===== config.mk =====
export PLATFORM = sky130hd
export DESIGN_NAME = flex_counter
export DESIGN_NICKNAME = d
export VERILOG_FILES = /design/src/rtl/flex_counter.sv
export SDC_FILE = /design/constraint.sdc
export NUM_CORES = 1
export LEC_CHECK = 0
export CAP_MARGIN = 20
export CORE_MARGIN = 5
export CORE_UTILIZATION = 40
export CTS_CLUSTER_DIAMETER = 50
export DETAILED_ROUTE_END_ITERATION = 6
export MAX_ROUTING_LAYER = met4
export PLACE_DENSITY = 0.69
export SLEW_MARGIN = 20
export SYNTH_ARGS = -nofsm -noshare
export SYNTH_HDL_FRONTEND = slang
export SYNTH_SLANG_ARGS = --single-unit
export TNS_END_PERCENT = 30

===== constraint.sdc =====
create_clock -name clk -period 1.5 [get_ports clk]
set_input_delay 0.3 -clock clk [delete_from_list [all_inputs] [get_ports clk]]
set_output_delay 0.3 -clock clk [all_outputs]
set_load 0.02 [all_outputs]

===== src/rtl/flex_counter.sv =====
// Parameterized up-counter with run-time rollover value, synchronous clear and
// count enable; count and rollover flag are both registered.
module flex_counter #(
  parameter int NUM_CNT_BITS = 4
) (
  input  logic                    clk,
  input  logic                    n_rst,
  input  logic                    clear,
  input  logic                    count_enable,
  input  logic [NUM_CNT_BITS-1:0] rollover_val,
  output logic [NUM_CNT_BITS-1:0] count_out,
  output logic                    rollover_flag
);

  localparam logic [NUM_CNT_BITS-1:0] LP_ZERO = '0;
  localparam logic [NUM_CNT_BITS-1:0] LP_ONE  = NUM_CNT_BITS'(1);

  logic [NUM_CNT_BITS-1:0] r_count;
  logic                    r_flag;
  logic [NUM_CNT_BITS-1:0] w_nextCount;
  logic                    w_nextFlag;
  logic                    w_atRollover;
  logic                    w_rollZero;

  assign w_atRollover = (r_count == rollover_val);
  assign w_rollZero   = (rollover_val == LP_ZERO);

  // A zero rollover value parks the count at 0; otherwise the terminal count wraps to one.
  always_comb begin
    w_nextCount = r_count;
    if (clear) begin
      w_nextCount = LP_ZERO;
    end else if (count_enable) begin
      if (w_rollZero) begin
        w_nextCount = LP_ZERO;
      end else if (w_atRollover) begin
        w_nextCount = LP_ONE;
      end else begin
        w_nextCount = r_count + LP_ONE;
      end
    end
  end

  assign w_nextFlag = (w_nextCount == rollover_val);

  always_ff @(posedge clk) begin
    if (n_rst) begin
      r_count <= LP_ZERO;
      r_flag  <= 1'b0;
    end else begin
      r_count <= w_nextCount;
      r_flag  <= w_nextFlag;
    end
  end

  assign count_out     = r_count;
  assign rollover_flag = r_flag;

endmodule


======== After elaboration in Yosys (flattened, before gate mapping) ========
Cells that the tools add are included.
storage, ports and cells
  register bits ........................... 5
  latch bits .............................. 0
  bits in writable memories ............... 0
  memory bits (read-only) ................. 0
  input port bits ......................... 8
  logic and storage cells ................. 10
  memories kept ........................... 0
operators by class
  add/sub/neg operators ................... 1
  $mul .................................... 0
  divide/modulo/power cells ............... 0
  order comparisons ....................... 0
  eq/ne operators ......................... 2
  shift operators ......................... 0
  mux-type cells .......................... 4
  bitwise gates (word level) .............. 0
  reductions and logical operators ........ 1
operators with widths
  kind                                                            number
  4-bit two-way mux                                               4
  4-bit == test                                                   2
  4-bit by 1-bit adder with 4-bit output (second input constant)  1
  4-bit zero test                                                 1

======== Depth between registers and ports, before layout ========
  depth in word-level cells ............... 6
  depth in mapped cells ................... 6
  gate-level depth less buffers ........... 6

======== Worst setup path before layout ========
OpenSTA, ideal clock, no wires.
  path type ............................... register to register
  from .................................... register r_count[2], in the netlist count_out[2]
  to ...................................... register r_flag, in the netlist rollover_flag
  arrival ................................. 1.542 ns
  path slack .............................. -0.115 ns
  cell stages (with the launch flop) ...... 6
  clock period less this slack ............ 1.615 ns
  cell sequence ........................... dfxtp_1 clkbuf_2 or3b_2 a22oi_1 o221ai_1 nor3_2
between the ends
  word-level cells in the longest chain between the ends .. 6
ends and longest elaborated chain
  element                                                                         line    text
  start: declaration                                                              18      logic [NUM_CNT_BITS-1:0] r_count;
  start signal: assignment                                                        51      r_count <= w_nextCount;
  4-bit by 1-bit adder with 4-bit output / 4-bit == test (equally long branches)  39, 25
  4-bit two-way mux                                                               36      end else if (w_atRollover) begin
  4-bit two-way mux                                                               34      if (w_rollZero) begin
  4-bit two-way mux (*)                                                           33      end else if (count_enable) begin
  4-bit two-way mux (*)                                                           31      if (clear) begin
  4-bit == test (*)                                                               44      assign w_nextFlag = (w_nextCount == rollover_val);
  end signal: assignment                                                          52      r_flag <= w_nextFlag;
  end: declaration                                                                19      logic r_flag;
Every way passes the cells marked *; elsewhere a longest branch is shown, timed or not.
A chain may end at the register's enable or synchronous reset.

======== Worst setup path in the final report ========
  from .................................... register r_count[1], in the netlist count_out[1]
  to ...................................... register r_flag, in the netlist rollover_flag
The elaborated chain is that of the path after synthesis.

==> flow_summary_export.csv <==
group,metric,value,unit
critical_path,endpoint_kind,"register",
critical_path,crit_type,"reg2reg",
timing,holdWs,0.590,ns
synth,synth_edf_count,0,
die,die_w,46.4,µm
detailed_routing,drtIter0Drc,10,
cells_and_area,syn_to_final_growth,57.8,%
synth,synth_area_leaders,"dfxtp_1 (19%), xnor2_1 (6.6%), mux2i_1 (5.7%), or3b_2 (5.0%), nor3_1 (4.7%)",
critical_path,r2r_slack,-0.07,ns
timing,tightest_slew,0.281,ns
synth,netlist_area,531,µm²
status,status,"complete, but fails checks",
synth,synth.net_count,74,
global_routing,antenna_found_initial,0,
global_routing,grtUsageTotal,16.8,%
cts,numCtsBuffers,3,
cts,tritoncts,"yes",
critical_path,crit_arrival,1.75,ns
detailed_routing,drc,0,
critical_path,crit_chain,"buf_4 > xnor2_1 > nand4_1 > nand3_1 > o221ai_1 > nor3_2",
cells_and_area,fin_area,837,µm²
critical_path,reg2reg_depth,6,
synth,synth_commonest_cells,"dfxtp_1 (5), nor3_1 (5), a21oi_1 (4), xnor2_1 (4)",
critical_path,r2r-end,"rollover_flag$_SDFF_PP0_",
critical_path,worst_path_max_delay_cell,"dfxtp_2",
timing,slew_violations,0,
min_path,whs_endpoint,"count_out[1]$_SDFF_PP0_",
die,pin_count,13,
critical_path,max_stage_delay,0.33,ns
detailed_routing,first_pass_iters,4,
synth,synth_top_area_share,18.9,%
power,powerDensity,507,mW/mm²
power,p_leak,0.355,nW
cts,cts_setup_buffers,0,
cells_and_area,nNetsFinal,102,
synth,synth_cell_types,36,
cts,worstSkewPairLatency,0.24,ns
detailed_routing,num_vias,589,
cts,clock-root-buffer,"clkbuf_4",
cts,clk_pin_slew_worst_paths,0.04,ns
placed_design,port_buffers,12,
critical_path,path_max_fanout,4,
status,failed_checks,"negative setup slack",
placed_design,hpwl,1210,µm
synth,synthesis.instances,65,
cts,cts_buffer_depth,2,
die,core_area,0.00128,mm²
cells_and_area,fin_cells,107,
placed_design,gp_congestion,0.864,
cts,cts_hold_buf,0,
timing,min_period,1.57,ns
detailed_routing,routed_via_density,5.50,
detailed_routing,finalWirelength,1630,µm
timing,hold_viol_final,0,
critical_path,reg2reg_from,"count_out[1]$_SDFF_PP0_",
timing,relSlewSlack,81.3,%
synth,ys_warn_count,0,
die,die_area,0.00215,mm²
power,worst_ir_drop_vdd,0.388,mV
synth,synth.largest_area_cell,"dfxtp_1",
synth,yosysSeqAreaShare,18.9,%
power,power,0.425,mW
detailed_routing,wl_per_cell,15.2,µm
synth,async_flop_share,0,%
min_path,hold_start,"clear",
min_path,min_path_type,"in2reg",
critical_path,worstPathRequired,1.68,ns
placed_design,place_ws,-0.436,ns
placed_design,numPlacedInstances,103,
global_routing,grt_pass1_wl,2550,µm
synth,ys_ff_latch,5,
min_path,holdPathStages,3,
timing,period_share,105,%
detailed_routing,ant_nets,0,
timing,skew,0.000616,ns
global_routing,grt_max_degree,11,
cells_and_area,layout-drive-gt1-share,41.3,%
placed_design,dpl_cell_area,772,µm²
timing,max_freq,636,MHz
die,die_h,46.4,µm
cells_and_area,n_antenna_cell,0,
cts,cts_sinks,5,
die,initial_core_util,41.3,%
flow_run,maxCapViolCount,0,
die,row_count,13,
global_routing,grt_overflow,0,
timing,setup_slack,-0.0719,ns
cts,h-tree-depth,1,
timing,setup_violations,1,
synth,synthFlopType,"dfxtp_1",
synth,avgSynthCellArea,8.16,µm²
global_routing,first_global_vias,590,
critical_path,cp-start-kind,"register",
[power by group]
| group | switching [mW] | internal (mW) | total [mW] |
|---|---|---|---|
| logic | 0.0648 | 0.0642 | 0.129 |
| clock network | 0.0589 | 0.101 | 0.160 |
| registers | 0.00159 | 0.134 | 0.136 |
[state kept, by name (all words and copies together), names as in the netlist]
signal / count
count_out: 4
rollover_flag: 1
[how the worst max path moves through the flow]
stage,startpoint,cells after the start,slack [ns],to
6_report,count_out[1]$_SDFF_PP0_,6,-0.07,rollover_flag$_SDFF_PP0_
5_1_grt,count_out[1]$_SDFF_PP0_,6,-0.14,rollover_flag$_SDFF_PP0_
4_1_cts,rollover_val[1],7,-0.07,rollover_flag$_SDFF_PP0_
3_5_place_dp,count_enable,6,-0.44,rollover_flag$_SDFF_PP0_
3_3_place_gp,count_enable,6,-0.44,rollover_flag$_SDFF_PP0_
2_1_floorplan,count_out[2]$_SDFF_PP0_,5,0.01,rollover_flag$_SDFF_PP0_
[metal layers]
| metal | GRT usage, % | vias to the layer above | part of all wire (%) | routed length (µm) |
|---|---|---|---|---|
| li1 | - | 298 | - | - |
| met1 | 19.2 | 284 | 46 | 749 |
| met5 | - | - | 0 | 0 |
| met3 | 5.86 | 0 | 1.8 | 30 |
| met4 | 3.41 | 0 | 0 | 0 |
| met2 | 28.3 | 7 | 52 | 850 |
[kinds of logic after synthesis]
logic type                 after synthesis  synth area share [%]
and+or+nand+nor                         28                  37.5
AOI/OAI and AO/OA                       16                  20.5
xor gates and xnor gates                 6                  9.91
buffers and inverters                    6                  5.19
DFF                                      5                  18.9
muxes                                    3                  5.66
adders and majority gates                1                  2.36
[repair_timing]
item | 4_1_cts | 5_1_grt
gates resized for setup | 10 | 11
endpoints found under the setup margin | 8 | 5
pin swaps | 2 | 5
[final cells by class]
cell class | count | area (µm²)
multi-input cells | 54 | 447
clock buffers | 4 | 26.3
repair buffers | 28 | 235
flip-flops and latches | 5 | 106
well taps | 15 | 18.8
fillers | 108 | 448
inverters | 1 | 3.75
[worst max-delay path, delay by kind of cell, from the launching register on]
| family | cells | cell delay [ns] |
|---|---|---|
| buffers and inverters | 1 | 0.14 |
| XOR/XNOR | 1 | 0.23 |
| flip-flops | 1 | 0.33 |
| AO/OA/AOI/OAI | 1 | 0.18 |
| AND/OR/NAND/NOR | 3 | 0.62 |
[layout by cell type (no fill, tap or decap), drive strengths merged, types with 3 or more instances in the layout]
cell	count
a21oi	4
buf	16
clkbuf	4
dfxtp	5
dlygate4sd2	8
mux2i	3
nand2	3
nor3	7
or3b	3
xnor2	4
[per-stage QoR]
stage          TNS, ns  utilization (%)
2_1_floorplan        0                -
3_3_place_gp     -1.54             60.1
3_5_place_dp     -1.62             60.1
4_1_cts        -0.0713             61.9
5_1_grt         -0.235             65.1
6_report       -0.0719             65.1
Note: power is estimated with default switching activity, not from simulation.
==> patch, RTL diff (config.mk and constraints unchanged) <==
Set the parameter `NUM_CNT_BITS` to 5 (it was 4).
--- a/src/rtl/flex_counter.sv
+++ b/src/rtl/flex_counter.sv
@@ -3,3 +3,3 @@
 module flex_counter #(
-  parameter int NUM_CNT_BITS = 4
+  parameter int NUM_CNT_BITS = 5
 ) (
Interface: changed (resized count_out and rollover_val); port bits go from 13 to 15. The function was not compared with the original's and may differ.
==> patch against the unedited design <==
The flow still finishes with violations (negative setup slack); routed wire length increased by 52%; final area rose by 29%; count of clock-buffer cells in the layout did not move; clock skew up 0.0037 ns; worst setup slack lost 0.41 ns; sequential share of layout area barely moved; worst hold slack better by 0.014 ns; area after synthesis rose by 10%; sequential cell count rose by 1; total power grew 16%; critical path type unchanged.
==> patch: results (changes against the unedited design) <==
- Overall fraction of global-route tracks in use: 23.68% (+6.8 points)
- Largest register FFs: 5 (+1)
- Reg2reg start: count_out[0]$_SDFF_PP0_
- Synth top area cells: dfxtp_1, xnor2_1, nor2_1, nand2_1, nor4_1
- Synth cell types: 35 (-2.8%)
- Routed len/inst: 18.31 µm (+20%)
- Nets@finish: 131 (+28%)
- Commonest cells post-synth: nor2_1, nand2_1, dfxtp_1
- # setup viols final: 3 (+2)
- Worst EP arrival: 2.14 ns (+0.39 ns)
- DR pass1 iterations: 5 (+1)
- P_leak: 0.4630 nW (+30%)
- Multiplexer share of the synthesized area: 1.713% (-3.9 points)
- HP Class: register to register
- Fillers: 77 (-29%)
- DR vias: 820 (+39%)
- First-pass GRT wire length: 3622 µm (+42%)
- Hold path start: count_out[3]$_SDFF_PP0_
- Syn Nets: 88 (+19%)
- Failing checks: negative setup slack
- Max stage delay cell, worst path: or4_4
- Post-DP HPWL: 1600 µm (+32%)
- Outcome: finished, violations left
- Fin Hold WS: 0.6047 ns (+0.01441 ns)
- Slowest stage delay, CP: 0.55 ns (+0.22 ns)
- Psw: 0.1568 mW (+25%)
- Vias in the first global route: 801 (+36%)
- Reg2Reg Depth: 7 (+1)
- Share of cells above drive strength 1: 45.83% (+4.5 points)
- Worst setup margin: -0.4815 ns (-0.4096 ns)
- Sequential fraction of the synthesis area: 20.56% (+1.7 points)
- Min-Delay Endpoint: count_out[3]$_SDFF_PP0_
- 1st-iter DRT viols: 16 (+6)
## patch: power by group through the flow
stage	Combinational [mW]	Clock [mW]	Sequential, mW
6_report	0.159	0.174	0.161
5_1_grt	0.168	0.194	0.161
4_1_cts	0.138	0.176	0.160
3_5_place_dp	0.133	0	0.163
3_3_place_gp	0.131	0	0.163
2_1_floorplan	0.0492	0	0.165
## patch: worst min-delay path, cell delays in order (launching register included)
cell     delay [ns]
dfxtp_4        0.36
a21oi_1        0.15
nor3_1         0.06
## patch: cell families (layout without fill, tap and decap cells)
kind of cell	Yosys count	in the layout
AND/OR/NAND/NOR	41	41
adder cells (fa/ha/maj)	1	1
multiplexers	1	1
XOR/XNOR	6	6
flip-flops	6	6
AO/OA/AOI/OAI	18	18
buffers and inverters	5	47
## patch: worst max path at each step
stage	end	start	cells after the start
3_3_place_gp	rollover_flag$_SDFF_PP0_	rollover_val[3]	7
6_report	rollover_flag$_SDFF_PP0_	count_out[0]$_SDFF_PP0_	7
2_1_floorplan	rollover_flag$_SDFF_PP0_	count_out[0]$_SDFF_PP0_	7
3_5_place_dp	rollover_flag$_SDFF_PP0_	rollover_val[3]	7
5_1_grt	rollover_flag$_SDFF_PP0_	count_out[0]$_SDFF_PP0_	6
4_1_cts	rollover_flag$_SDFF_PP0_	count_out[0]$_SDFF_PP0_	7
## patch: cell type report
class                      instances  share of cell area (%)
inverter                           2                  0.6969
tap                               15                   1.742
sequential                         6                   12.66
multi-input combinational         67                   52.03
clock buffer                       4                   2.439
timing repair buffer              41                   30.43
## patch: metal layers
layer	share of wire [%]	GRT usage [%]
met1	39	26.83
met2	52	42.19
met3	5.1	4.428
met4	4.2	5.914
met5	0	-
## patch: stage by stage
stage | instance area (µm²) | cells | utilization [%] | setup slack (ns) | TNS [ns]
6_report | 1077 | 135 | 80.77 | -0.4815 | -0.5797
5_1_grt | 1077 | 135 | 80.77 | -0.5544 | -1.037
4_1_cts | 1023 | 135 | 76.74 | -0.3982 | -0.3982
3_5_place_dp | 944.7 | 129 | 70.83 | -0.9172 | -2.928
3_3_place_gp | 944.7 | 129 | 70.83 | -0.8764 | -2.823
2_1_floorplan | 615.6 | 78 | - | -0.3160 | -0.3160
## patch: repair_timing
item,in CTS,in global routing
setup endpoints to repair,11,5
buffers inserted,2,0
hold endpoints to repair,0,0
pin swaps,7,7
resized for setup,21,10
